File: src/rtl/deser_frame_aligner.sv
// Serial receiver: hunts a sync header, then rebuilds each following WIDTH-bit payload.
// A flywheel miss counter holds lock. Define DESER_ERR_CNT_EN to add hdr_err_cnt_o.
module deser_frame_aligner #(
  parameter int                  WIDTH        = 256,
  parameter int                  LOGWIDTH     = 8,
  parameter int                  SYNC_LEN     = 16,
  parameter logic [SYNC_LEN-1:0] SYNC_PATTERN = 16'hF628,
  parameter int                  LOSS_THRESH  = 4
) (
  input  logic             clk,
  input  logic             reset,
  input  logic             data_i,
  output logic [WIDTH-1:0] data_o,
  output logic             valid_o,
  output logic             locked_o
`ifdef DESER_ERR_CNT_EN
  ,
  output logic [15:0]      hdr_err_cnt_o
`endif
);

  typedef enum logic [1:0] {HUNT, PAYLOAD, HEADER} state_t;

  localparam logic [LOGWIDTH-1:0] LAST_PAYLOAD = LOGWIDTH'(WIDTH - 1);
  localparam logic [LOGWIDTH-1:0] LAST_HEADER  = LOGWIDTH'(SYNC_LEN - 1);
  localparam logic [4:0]          THRESH       = 5'(LOSS_THRESH);

  state_t              r_state, w_stateNext;
  logic [SYNC_LEN-1:0] r_sh, w_shNext;
  logic [LOGWIDTH-1:0] r_cnt;
  logic [3:0]          r_miss;
  logic [4:0]          w_missPlus;
  logic [WIDTH-2:0]    r_payload;
  logic [WIDTH-1:0]    r_data;
  logic                r_valid, r_locked;
  logic                w_match, w_cntClr, w_cntInc, w_emit;
  logic                w_lockSet, w_lockClr, w_missClr, w_missInc, w_hdrErr;

  assign w_shNext   = {r_sh[SYNC_LEN-2:0], data_i};
  assign w_match    = (w_shNext == SYNC_PATTERN);
  assign w_missPlus = {1'b0, r_miss} + 5'd1;

  always_ff @(posedge clk or posedge reset) begin
    if (reset) r_state <= HUNT;
    else       r_state <= w_stateNext;
  end

  always_comb begin
    w_stateNext = r_state;
    w_cntClr    = 1'b0;
    w_cntInc    = 1'b0;
    w_emit      = 1'b0;
    w_lockSet   = 1'b0;
    w_lockClr   = 1'b0;
    w_missClr   = 1'b0;
    w_missInc   = 1'b0;
    w_hdrErr    = 1'b0;
    case (r_state)
      HUNT: begin
        if (w_match) begin
          w_stateNext = PAYLOAD;
          w_cntClr    = 1'b1;
          w_lockSet   = 1'b1;
          w_missClr   = 1'b1;
        end
      end
      PAYLOAD: begin
        if (r_cnt == LAST_PAYLOAD) begin
          w_emit      = 1'b1;
          w_stateNext = HEADER;
          w_cntClr    = 1'b1;
        end else begin
          w_cntInc = 1'b1;
        end
      end
      HEADER: begin
        if (r_cnt == LAST_HEADER) begin
          w_cntClr = 1'b1;
          if (w_match) begin
            w_missClr   = 1'b1;
            w_stateNext = PAYLOAD;
          end else begin
            w_hdrErr = 1'b1;
            // Flywheel: keep framing on the expected boundary until the miss budget runs out.
            if (w_missPlus < THRESH) begin
              w_missInc   = 1'b1;
              w_stateNext = PAYLOAD;
            end else begin
              w_missClr   = 1'b1;
              w_lockClr   = 1'b1;
              w_stateNext = HUNT;
            end
          end
        end else begin
          w_cntInc = 1'b1;
        end
      end
      default: w_stateNext = HUNT;
    endcase
  end

  always_ff @(posedge clk or posedge reset) begin
    if (reset) begin
      r_sh      <= '0;
      r_cnt     <= '0;
      r_miss    <= '0;
      r_payload <= '0;
      r_data    <= '0;
      r_valid   <= 1'b0;
      r_locked  <= 1'b0;
    end else begin
      r_sh    <= w_shNext;
      r_valid <= w_emit;
      // The final payload bit bypasses storage and goes straight into the output word.
      if (r_state == PAYLOAD && !w_emit) r_payload[r_cnt] <= data_i;
      if (w_emit) r_data <= {data_i, r_payload};
      if (w_cntClr)      r_cnt <= '0;
      else if (w_cntInc) r_cnt <= r_cnt + LOGWIDTH'(1);
      if (w_missClr)      r_miss <= '0;
      else if (w_missInc) r_miss <= w_missPlus[3:0];
      if (w_lockSet)      r_locked <= 1'b1;
      else if (w_lockClr) r_locked <= 1'b0;
    end
  end

  assign data_o   = r_data;
  assign valid_o  = r_valid;
  assign locked_o = r_locked;

`ifdef DESER_ERR_CNT_EN
  logic [15:0] r_errCnt;

  always_ff @(posedge clk or posedge reset) begin
    if (reset)                               r_errCnt <= '0;
    else if (w_hdrErr && r_errCnt != 16'hFFFF) r_errCnt <= r_errCnt + 16'd1;
  end

  assign hdr_err_cnt_o = r_errCnt;
`endif

endmodule

File: config.mk
export PLATFORM = sky130hd
export DESIGN_NAME = deser_frame_aligner
export DESIGN_NICKNAME = d
export VERILOG_FILES = /design/src/rtl/deser_frame_aligner.sv
export SDC_FILE = /design/constraint.sdc
export NUM_CORES = 1
export LEC_CHECK = 0
export CORE_MARGIN = 4
export CORE_UTILIZATION = 49
export DETAILED_ROUTE_END_ITERATION = 7
export GPL_TIMING_DRIVEN = 0
export PLACE_DENSITY = 0.71
export SLEW_MARGIN = 20
export SYNTH_ARGS = -nofsm -noshare
export SYNTH_HDL_FRONTEND = slang
export SYNTH_SLANG_ARGS = --single-unit
File: constraint.sdc
create_clock -name clk -period 25.3 [get_ports clk]
set_input_delay 3.795 -clock clk [delete_from_list [all_inputs] [get_ports clk]]
set_output_delay 3.795 -clock clk [all_outputs]
set_load 0.1 [all_outputs]
==> results of run 1 <==
==> cell usage after synthesis <==
library cell	instances
mux2_1	4
nand4_1	2
ha_1	9
nand3_1	213
and2_1	2
inv_2	1
buf_4	6
nor2_1	93
xnor2_1	1
a221o_1	1
nand2_1	981
nor2b_1	6
and4_1	2
nor3_2	4
o31ai_1	1
o2111ai_1	2
o211ai_1	1
buf_1	2
mux2_2	61
buf_6	4
xor2_1	6
o21ai_0	197
o22a_1	1
nor4_4	1
a21boi_0	1
a21boi_1	1
a22o_1	1
nand3_2	4
a21oi_1	4
nor4bb_1	2
buf_2	68
inv_1	6
a21oi_2	2
a21oi_4	1
nor4_1	1
nand2b_1	7
o21a_1	1
and3_1	1
dfrtp_1	542
clkbuf_1	75
nor3_1	9
==> routing by layer <==
metal	track usage, %	wire, um	vias to the layer above
met5	0	0	-
met4	10.4	2660	0
met3	5.09	5940	171
met2	44.1	30800	969
met1	39.0	27500	8865
li1	-	-	8121
==> through the flow <==
step                setup WS (ps)  util (%)
floorplan                    6350         -
global placement              994      57.7
CTS                         19300      62.2
detailed placement          19230      58.0
finish                      19320      62.2
global route                19290      62.2
==> worst max-delay path by stage <==
stage / from / endpoint / slack (ps)
CTS: locked_o / locked_o / 19300
global placement: reset / data_o[163] / 990
finish: data_o[155] / data_o[155] / 19320
floorplan: reset / data_o[0] / 6350
global route: data_o[155] / data_o[155] / 19290
detailed placement: reset / data_o[143] / 19230
==> power breakdown <==
| part | leakage [nW] | total (mW) | internal, mW | switching, mW |
|---|---|---|---|---|
| Sequential | 6.53 | 0.888 | 0.879 | 0.00933 |
| Clock | 0.905 | 0.826 | 0.483 | 0.343 |
| Combinational | 4.66 | 0.139 | 0.0299 | 0.109 |
==> logic make-up after synthesis <==
family | count (synthesis)
DFF | 542
adders and majority gates | 9
buffers and inverters | 162
muxes | 65
xor gates and xnor gates | 7
AOI/OAI and AO/OA | 214
and+or+nand+nor | 1328
==> registers in the layout (all words and copies together) (netlist names) <==
name / count
data_o: 256
locked_o: 1
r_cnt: 8
r_miss: 4
r_payload: 255
r_sh: 15
r_state: 2
valid_o: 1
==> area by class of cell <==
type | count | area (um2)
fill | 3596 | 16400
sequential | 542 | 13600
clock inverter | 25 | 268
timing repair buffer | 265 | 2740
multi-input combinational | 1623 | 7430
buffer | 155 | 719
clock buffer | 72 | 1560
tap | 585 | 732
inverter | 7 | 33.8
==> placed cells by master, fill, tap and decap left out, types with 4 or more instances in the layout <==
cell type	synthesis	final
nand3_1	213	213
buf_16	0	5
nor3_2	4	4
dfrtp_1	542	542
o21ai_0	197	197
buf_2	68	68
nor3_1	9	9
a21oi_1	4	4
nand3_2	4	4
nor2b_1	6	6
ha_1	9	9
xor2_1	6	6
bufinv_16	0	5
nor2_1	93	93
clkdlybuf4s50_1	0	260
clkbuf_1	75	80
clkbuf_8	0	12
clkinvlp_4	0	4
clkinv_2	0	14
inv_1	6	5
buf_4	6	6
clkbuf_16	0	55
mux2_2	61	61
mux2_1	4	4
buf_6	4	4
nand2_1	981	981
nand2b_1	7	7
==> summary.md, run 1 <==
| Metric | Value |
|---|---|
| Ports | 261 |
| CP Max Fanout | 2 |
| Row count | 76 |
| Remaining DRCs | 0 |
| Die area | 0.0478 mm2 |
| CTS tree | yes |
| RSZ-0062 raised after global routing | false |
| Reg-to-reg critical path startpoint | r_state[1] |
| Post-Synth Adder-Cell Area | 0.518% |
| R2R Setup Slk | between 20000 and 25000 ps |
| Outcome | complete, no violations |
| Synth Area in Simple Gates | between 20 and 25% |
| Routability cong. | 0.924 |
| Top-area cell type share of the netlist area | 62.4% |
| Nets@finish | between 2000 and 3000 |
| Slew Viols, Final | 0 |
| Critical-path cell list | clkdlybuf4s50_1 |
| Syn Nets | between 2000 and 2500 |
| Setup TNS | 0 ps |
| Reg2reg end | r_payload[164] |
| Cell count along the critical path | 1 |
| Routed Antenna Nets | 0 |
| Power Total | roughly 1.9 mW |
| PD cells | 68.5 mW/mm2 |
| Synth unique cells | roughly 40 |
| Worst hold start | r_sh[8] |
| Htree depth | 2 |
| Routed vias | between 15000 and 20000 |
| DP Wirelength | approximately 45000 um |
| Largest net degree at the start of global routing | roughly 110 |
| Die height | 219 um |
| Dominant cell type by area after synthesis | dfrtp_1 |
| Clock period minus final worst setup slack | approximately 6000 ps |
| First-pass GRT wire length | 103000 um |
| Worst-path clk slew | roughly 60 ps |
| Crit path largest cell delay | ~1200 ps |
| Placed cell count | 3177 |
| WP buf/inv | 1 |
| Max-Slew Margin vs Limit | around 29% |
| Leak | roughly 12 nW |
| HP Class | register to register |
| Layout cells sized above 1 | around 9.3% |
| CP Capture Type | output port |
| GR Util All Layers | about 28% |
| Initial Util | between 50% and 60% |
| Fin crit share | between 20% and 30% |
| Worst slew pin tran | between 1000 and 1500 ps |
| Max-Cap Viols | 0 |
| Post-CTS setup buffer count | 0 |
| Via density | about 5.5 |
| Hold WS | 369 ps |
| Routed len/inst | approximately 20 um |
| N_diodes | 0 |
| Final Hold Viols | 0 |
| Ys Warns | 0 |
| Routed wire length | between 60000 and 70000 um |
| DRT Pass-1 Iters | 6 |
| CP max-delay cell | clkdlybuf4s50_1 |
| Clock latency on the worst-skew pair | roughly 620 ps |
| Synthesized instance count | approximately 2300 |
| CP Launch Type | register |
| # port buffers | 260 |
| Grt ovf | 0 |
| Main combinational cell family by area after synthesis | simple AND/OR/NAND/NOR gates |
| Seq cells post-synth | roughly 540 |
| WHS Endpoint | r_sh[9] |
| Die width | about 220 um |
| Final Non-Filler Cells | 3274 |
| Post-route cell area | 0.0270 mm2 |
| Area Overhead vs Synth | 24.4% |
| Clk sinks | 542 |
| CTS Buf Count | 53 |
| Drt initial violations | around 2300 |
| Core area | between 0.04 and 0.05 mm2 |
| Initial antenna violation count | 0 |
| Post-Place Cell Area | approximately 0.025 mm2 |
| Post-synthesis compound-gate area fraction | 5.16% |
| Clk buf depth | 3 |
| Mux share of post-synthesis cell area | roughly 3.4% |
| Largest cells by area after synthesis | dfrtp_1 (62%), nand2_1 (17%), nand3_1 (4.9%) |
| Delay-heaviest family, CP | buffers and inverters |
| # resized after CTS | 0 |
| Synth Area in XOR/XNOR | less than 1% |
| Worst Skew | 22.1 ps |
| CP required | approximately 22000 ps |
| Hold depth | 0 |
| Post-synthesis sequential area ratio | 62.4% |
| CP Class | register to output port |
| Vias in the first global route | between 15000 and 20000 |
| CP Data Arrival Time | between 2000 and 2500 ps |
| Fmax | approximately 170 MHz |
| Clk root buf | clkbuf_16 |
| VDD IR-drop max | 48.1 uV |
| Hold_buf cts | 0 |
| Reg2reg path depth | 9 |
| Synth Area per Inst | a little over 9 um2 |
| Setup Viol. Count Final | 0 |
| Syn Std Cell Area | about 0.022 mm2 |
Power figures use the tool's default switching activity.
==> inputs of run 2 (changes only) <==
- clock period: 25.3 -> 5.7 ns (I/O delays scaled with it)
==> run 2 against run 1 <==
Effect of this change:
- sequential power rose to 4.4 times the previous value
- non-clock buffer count is 11 higher
- largest power group unchanged
- largest cell class unchanged
- die area unchanged
- combinational power rose to 4.6 times the previous value
- highest routed layer unchanged
- critical path type unchanged
- sequential share of layout area decreased by 0.40 points
- clock skew fell by 9.9 ps
- count of clock-buffer cells in the layout increased by 5
- flip-flop and latch count stayed put
- worst setup slack got worse by 17000 ps
- core utilization is 0.50 points higher
- worst hold slack improved by 0.86 ps
==> summary.md, run 2 (synthesis results as in run 1) <==
| Metric | Value |
|---|---|
| Outcome | complete, no violations (unchanged) |
| CP Class | register to output port (unchanged) |
| First-pass GRT wire length | 105000 um (was 103000 um) |
| Area Overhead vs Synth | 25.4% (was 24.4%) |
| Htree depth | 2 (unchanged) |
| CTS tree | yes (unchanged) |
| Routed wire length | 67900 um (was 67000 um) |
| Clk root buf | clkbuf_16 (unchanged) |
| Remaining DRCs | 0 (unchanged) |
| Post-route cell area | 0.0273 mm2 (was 0.0270 mm2) |
| Drt initial violations | 2148 (was 2288) |
| Clk sinks | 542 (unchanged) |
| CP Max Fanout | 2 (unchanged) |
| Layout cells sized above 1 | 9.51% (was 9.30%) |
| Most common cell after layout, fill and taps aside | nand2_1 (unchanged) |
| Max reg flops | 256 (unchanged) |
| Grt ovf | 0 (unchanged) |
| Max-Cap Viols | 0 (unchanged) |
| N_diodes | 0 (unchanged) |
| Reg-to-reg critical path startpoint | r_state[1] (unchanged) |
| Fmax | about 330 MHz |
| Die area | 0.0478 mm2 (unchanged) |
| HP Class | register to register (unchanged) |
| Via density | 5.53 (was 5.54) |
| Power Total | 8.32 mW (was 1.85 mW) |
| Hold depth | 0 (unchanged) |
| RSZ-0062 raised after global routing | false (unchanged) |
| Vias in the first global route | 18100 (was 18000) |
| Delay-heaviest family, CP | buffers and inverters (unchanged) |
| Ports | 261 (unchanged) |
| Worst slew pin tran | 1050 ps (was 1060 ps) |
| Post-Place Cell Area | 0.0254 mm2 (was 0.0252 mm2) |
| CP Capture Type | output port (unchanged) |
| CP max-delay cell | clkdlybuf4s50_1 (unchanged) |
| Initial antenna violation count | 0 (unchanged) |
| Reg2reg path depth | 9 (unchanged) |
| Routability cong. | 0.916 (was 0.924) |
| CP Data Arrival Time | 2180 ps (about the same) |
| Post-CTS setup buffer count | 0 (unchanged) |
| Clock latency on the worst-skew pair | 600 ps (was 620 ps) |
| CP required | 4850 ps (was 21500 ps) |
| Worst slack, placed | 2690 ps (was 19230 ps) |
| Nets@finish | 2670 (was 2659) |
| CP Launch Type | register (unchanged) |
| CTS Buf Count | 53 (unchanged) |
| Largest net degree at the start of global routing | 38 (was 112) |
| Clock period minus final worst setup slack | approximately 3000 ps |
| Worst Skew | 12.3 ps (was 22.1 ps) |
| Critical-path cell list | clkdlybuf4s50_1 (unchanged) |
| # port buffers | 260 (unchanged) |
| Hold_buf cts | 0 (unchanged) |
| WP buf/inv | 1 (unchanged) |
| Routed vias | 18200 (was 18100) |
| Routed Antenna Nets | 0 (unchanged) |
| Hold WS | 370 ps (was 369 ps) |
| PD cells | 305 mW/mm2 (was 68.5 mW/mm2) |
| Die width | 219 um (unchanged) |
| Crit path launch | data_o[184] (was data_o[155]) |
| Final Hold Viols | 0 (unchanged) |
| Core area | 0.0435 mm2 (unchanged) |
| Worst-path clk slew | 60 ps (about the same) |
| Most frequent cells in the layout | nand2_1 (981), dfrtp_1 (542), clkdlybuf4s50_1 (260) (unchanged) |
| Clk buf depth | 3 (unchanged) |
| DRT Pass-1 Iters | 5 (was 6) |
| GR Util All Layers | 28.3% (was 27.9%) |
| Cell count along the critical path | 1 (unchanged) |
| Slew Viols, Final | 0 (unchanged) |
| Fin crit share | a little over half |
| Final worst slack | 2660 ps (was 19320 ps) |
| Max-Slew Margin vs Limit | 29.5% (was 28.8%) |
| Die height | 219 um (unchanged) |
| Initial Util | 50.0% (unchanged) |
| VDD IR-drop max | 243 uV (was 48.1 uV) |
| Row count | 76 (unchanged) |
| Setup Viol. Count Final | 0 (unchanged) |
| Routed len/inst | 20.7 um (was 20.4 um) |
| Leak | 12.2 nW (was 12.1 nW) |
| # resized after CTS | 0 (unchanged) |
| DP Wirelength | 46100 um (was 45100 um) |
| Worst hold start | r_sh[2] (was r_sh[8]) |
| Crit path largest cell delay | 1170 ps (was 1160 ps) |
==> run 2: cell count changes in the layout (fill, tap and decap cells not counted), sizes merged <==
cell,before,now
buf,85,96
bufinv,5,7
clkbuf,147,152
clkinv,14,11
clkinvlp,4,3
inv,9,7
==> run 2: worst paths after layout <==
kind,endpoint,slack [ps]
setup / recovery,data_o[184],2660
hold reg to reg,r_sh[3],370
min in group asynchronous,data_o[30],710
setup reg to reg,r_payload[101],2710
hold / removal,r_sh[3],370
max in group asynchronous,r_payload[207],3650
==> run 2: through the flow <==
stage               utilization [%]  cells  setup TNS, ps
floorplan                         -   2327       -1369610
global placement               57.7   3172       -2957490
detailed placement             58.4   3188              0
CTS                            62.7   3286              0
global route                   62.7   3286              0
finish                         62.7   3286              0
==> run 2: metal layers <==
metal	up-vias	routed length [um]	GRT usage (%)
li1	8147	-	-
met1	8905	27600	38.8
met2	933	30900	44.4
met3	189	6170	5.42
met4	0	3220	12.5
met5	-	0	0
==> run 2: cell type report <==
| type | count | area [um2] |
|---|---|---|
| Sequential cell | 542 | 13600 |
| Clock inverter | 21 | 289 |
| Timing Repair Buffer | 276 | 2920 |
| Inverter | 7 | 30.0 |
| Clock buffer | 77 | 1580 |
| Tap cell | 585 | 732 |
| Fill cell | 3607 | 16200 |
| Buffer | 155 | 719 |
| Multi-Input combinational cell | 1623 | 7430 |
==> run 2: power breakdown <==
group,internal [mW],switching (mW)
logic,0.146,0.495
clock network,2.24,1.51
registers,3.90,0.0408
total,6.28,2.04
==> inputs of run 3 (changes only) <==
- clock period: 5.7 -> 3 ns (I/O delays scaled with it)
==> run 3 against run 2 <==
Effect of this change:
- non-clock buffer count did not move
- via count is essentially flat
- register-to-register slack got worse by 2600 ps
- clock skew down 1.2 ps
- core utilization is essentially flat
- count of clock-buffer cells in the layout unchanged
- cell count did not move
- first-iteration DRC count fell by 0.93%
- critical path depth rose by 8
- wire length about the same
==> summary.md, run 3 (synthesis results as in run 1) <==
| Metric | Value |
|---|---|
| Largest net degree at the start of global routing | 38 (unchanged) |
| CP Max Fanout | 10 (was 2) |
| Most frequent cells in the layout | nand2_1 (981), dfrtp_1 (542), clkdlybuf4s50_1 (260) (unchanged) |
| Worst slack, placed | 217 ps (was 2690 ps) |
| Comb power frac | 7.7% (about the same) |
| Critical-path cell list | inv_1 > ha_1 > buf_4 > buf_4 > nand2_1 > nor2_1 > buf_2 > nand3_1 > nand2_1 (was clkdlybuf4s50_1) |
| Clk root buf | clkbuf_16 (unchanged) |
| CP Data Arrival Time | 3400 ps (was 2180 ps) |
| Vias in the first global route | 18100 (unchanged) |
| Sw frac | 24.6% (was 24.5%) |
| # port buffers | 260 (unchanged) |
| Clock latency on the worst-skew pair | 600 ps (about the same) |
| Clk buf depth | 3 (unchanged) |
| CTS tree | yes (unchanged) |
| Layout cells sized above 1 | 9.55% (was 9.51%) |
| Ports | 261 (unchanged) |
| Die area | 0.0478 mm2 (unchanged) |
| Initial antenna violation count | 0 (unchanged) |
| Area Overhead vs Synth | 25.4% (about the same) |
| CP required | 3530 ps (was 4850 ps) |
| Routed len/inst | 20.7 um (about the same) |
| Final worst slack | 128 ps (was 2660 ps) |
| Grt peak-use layer | met2 (unchanged) |
| Slew Viols, Final | 0 (unchanged) |
| Met3 Track Usage GR | 5.42% (unchanged) |
| Clk sinks | 542 (unchanged) |
| Max-Cap Viols | 0 (unchanged) |
| Htree depth | 2 (unchanged) |
| Hold WS | 307 ps (was 370 ps) |
| Initial Util | 50.0% (unchanged) |
| DP Wirelength | 46100 um (unchanged) |
| Outcome | complete, no violations (unchanged) |
| Routed wire length | 67900 um (about the same) |
| Max reg flops | 256 (unchanged) |
| Placed cell count | 3188 (unchanged) |
| Met1 usage | 38.8% (unchanged) |
| R2R Setup Slk | 130 ps (was 2710 ps) |
| Leak | 12.2 nW (about the same) |
| Drt initial violations | 2128 (was 2148) |
| N_diodes | 0 (unchanged) |
| Reg2reg path depth | 9 (unchanged) |
| Setup Viol. Count Final | 0 (unchanged) |
| Routed Antenna Nets | 0 (unchanged) |
| CP max-delay cell | nor2_1 (was clkdlybuf4s50_1) |
| GR Util All Layers | 28.3% (unchanged) |
| Most common cell after layout, fill and taps aside | nand2_1 (unchanged) |
| Fin util | 62.7% (about the same) |
| Net switching power of the design | 3.89 mW (was 2.04 mW) |
| Clock period minus final worst setup slack | 2870 ps |
| CP Class | register to register (was register to output port) |
| VDD IR-drop max | 464 uV (was 243 uV) |
| Nets@finish | 2670 (unchanged) |
| PD cells | 581 mW/mm2 (was 305 mW/mm2) |
| GR Util met2 | 44.4% (unchanged) |
| Routed vias | 18200 (about the same) |
| Worst slew pin tran | 1080 ps (was 1050 ps) |
| Reg-to-reg critical path startpoint | r_state[1] (unchanged) |
| Die height | 219 um (unchanged) |
| Grt ovf | 0 (unchanged) |
| RSZ-0062 raised after global routing | false (unchanged) |
| DRT Pass-1 Iters | 6 (was 5) |
| Remaining DRCs | 0 (unchanged) |
| Fin crit share | 95.7% |
| CP Capture Type | register (was output port) |
| CTS Buf Count | 53 (unchanged) |
| Routability cong. | 0.916 (unchanged) |
| Internal Power | 11.9 mW (was 6.28 mW) |
| Final Non-Filler Cells | 3286 (unchanged) |
| Fillers | 3606 (was 3607) |
| Via density | 5.53 (about the same) |
| Core area | 0.0435 mm2 (unchanged) |
| Sequential share of power | 47.3% (about the same) |
| Reg2reg end | r_payload[164] (was r_payload[101]) |
| Final Hold Viols | 0 (unchanged) |
| Worst-path clk slew | 70 ps (was 60 ps) |
| Power share of the clock group | 45.0% (about the same) |
| Row count | 76 (unchanged) |
| Worst Skew | 11.1 ps (was 12.3 ps) |
| Crit path largest cell delay | 650 ps (was 1170 ps) |
| HP Class | primary input to async pin (was register to register) |
| Die width | 219 um (unchanged) |
| Fmax | around 350 MHz |
| CP Launch Type | register (unchanged) |
| Hold_buf cts | 0 (unchanged) |
| Power Total | 15.8 mW (was 8.32 mW) |
| First-pass GRT wire length | 105000 um (unchanged) |
| Max-Slew Margin vs Limit | 27.9% (was 29.5%) |
-- run 3: area by class of cell --
class	count	area (um2)	share of cell area, %
Clock inverter	21	289	1.06
Tap cell	585	732	2.68
Sequential cell	542	13600	49.7
Clock buffer	77	1580	5.79
Inverter	7	30.0	0.110
Multi-Input combinational cell	1623	7430	27.3
Buffer	155	719	2.64
Timing Repair Buffer	276	2920	10.7
-- run 3: power by group through the flow --
stage,Sequential [mW],Clock [mW],Combinational (mW)
finish,7.49,7.12,1.22
global route,7.50,7.48,1.31
CTS,7.49,7.17,1.19
detailed placement,7.62,0,1.18
global placement,7.63,0,1.09
floorplan,7.61,0,0.710
-- run 3: routing by layer --
metal	up-vias	share of wire [%]
met5	-	0
met2	901	46
met4	0	4.6
li1	8150	-
met3	180	8.9
met1	8955	41
-- run 3: worst max-delay path: cells and delay by family (launching register included) --
family	cells	cell delay, ps
flops	1	420
fa+ha+maj	1	280
buf+inv	4	1050
simple gates	4	1050
-- run 3: how the worst max path moves through the flow --
stage	start	to	slack, ps	cells past startpoint
after detailed placement	r_state[1]	r_payload[101]	220	9
after floorplan	reset	data_o[0]	-4820	1
after CTS	r_state[1]	r_payload[101]	180	9
after global routing	r_state[1]	r_payload[40]	100	9
after global placement	reset	data_o[163]	-7800	2
final	r_state[1]	r_payload[164]	130	9
-- run 3: repair_timing --
| item | in CTS | in global routing |
|---|---|---|
| setup buffers | 0 | 0 |
| endpoints found under the setup margin | 0 | 2 |
| gates resized for setup | 0 | 1 |
-- run 3: stage by stage --
step	cell area, um2	TNS [ps]
2_1_floorplan	21700	-2613500
3_3_place_gp	25100	-4201380
3_5_place_dp	25400	0
4_1_cts	27300	0
5_1_grt	27300	0
6_report	27300	0
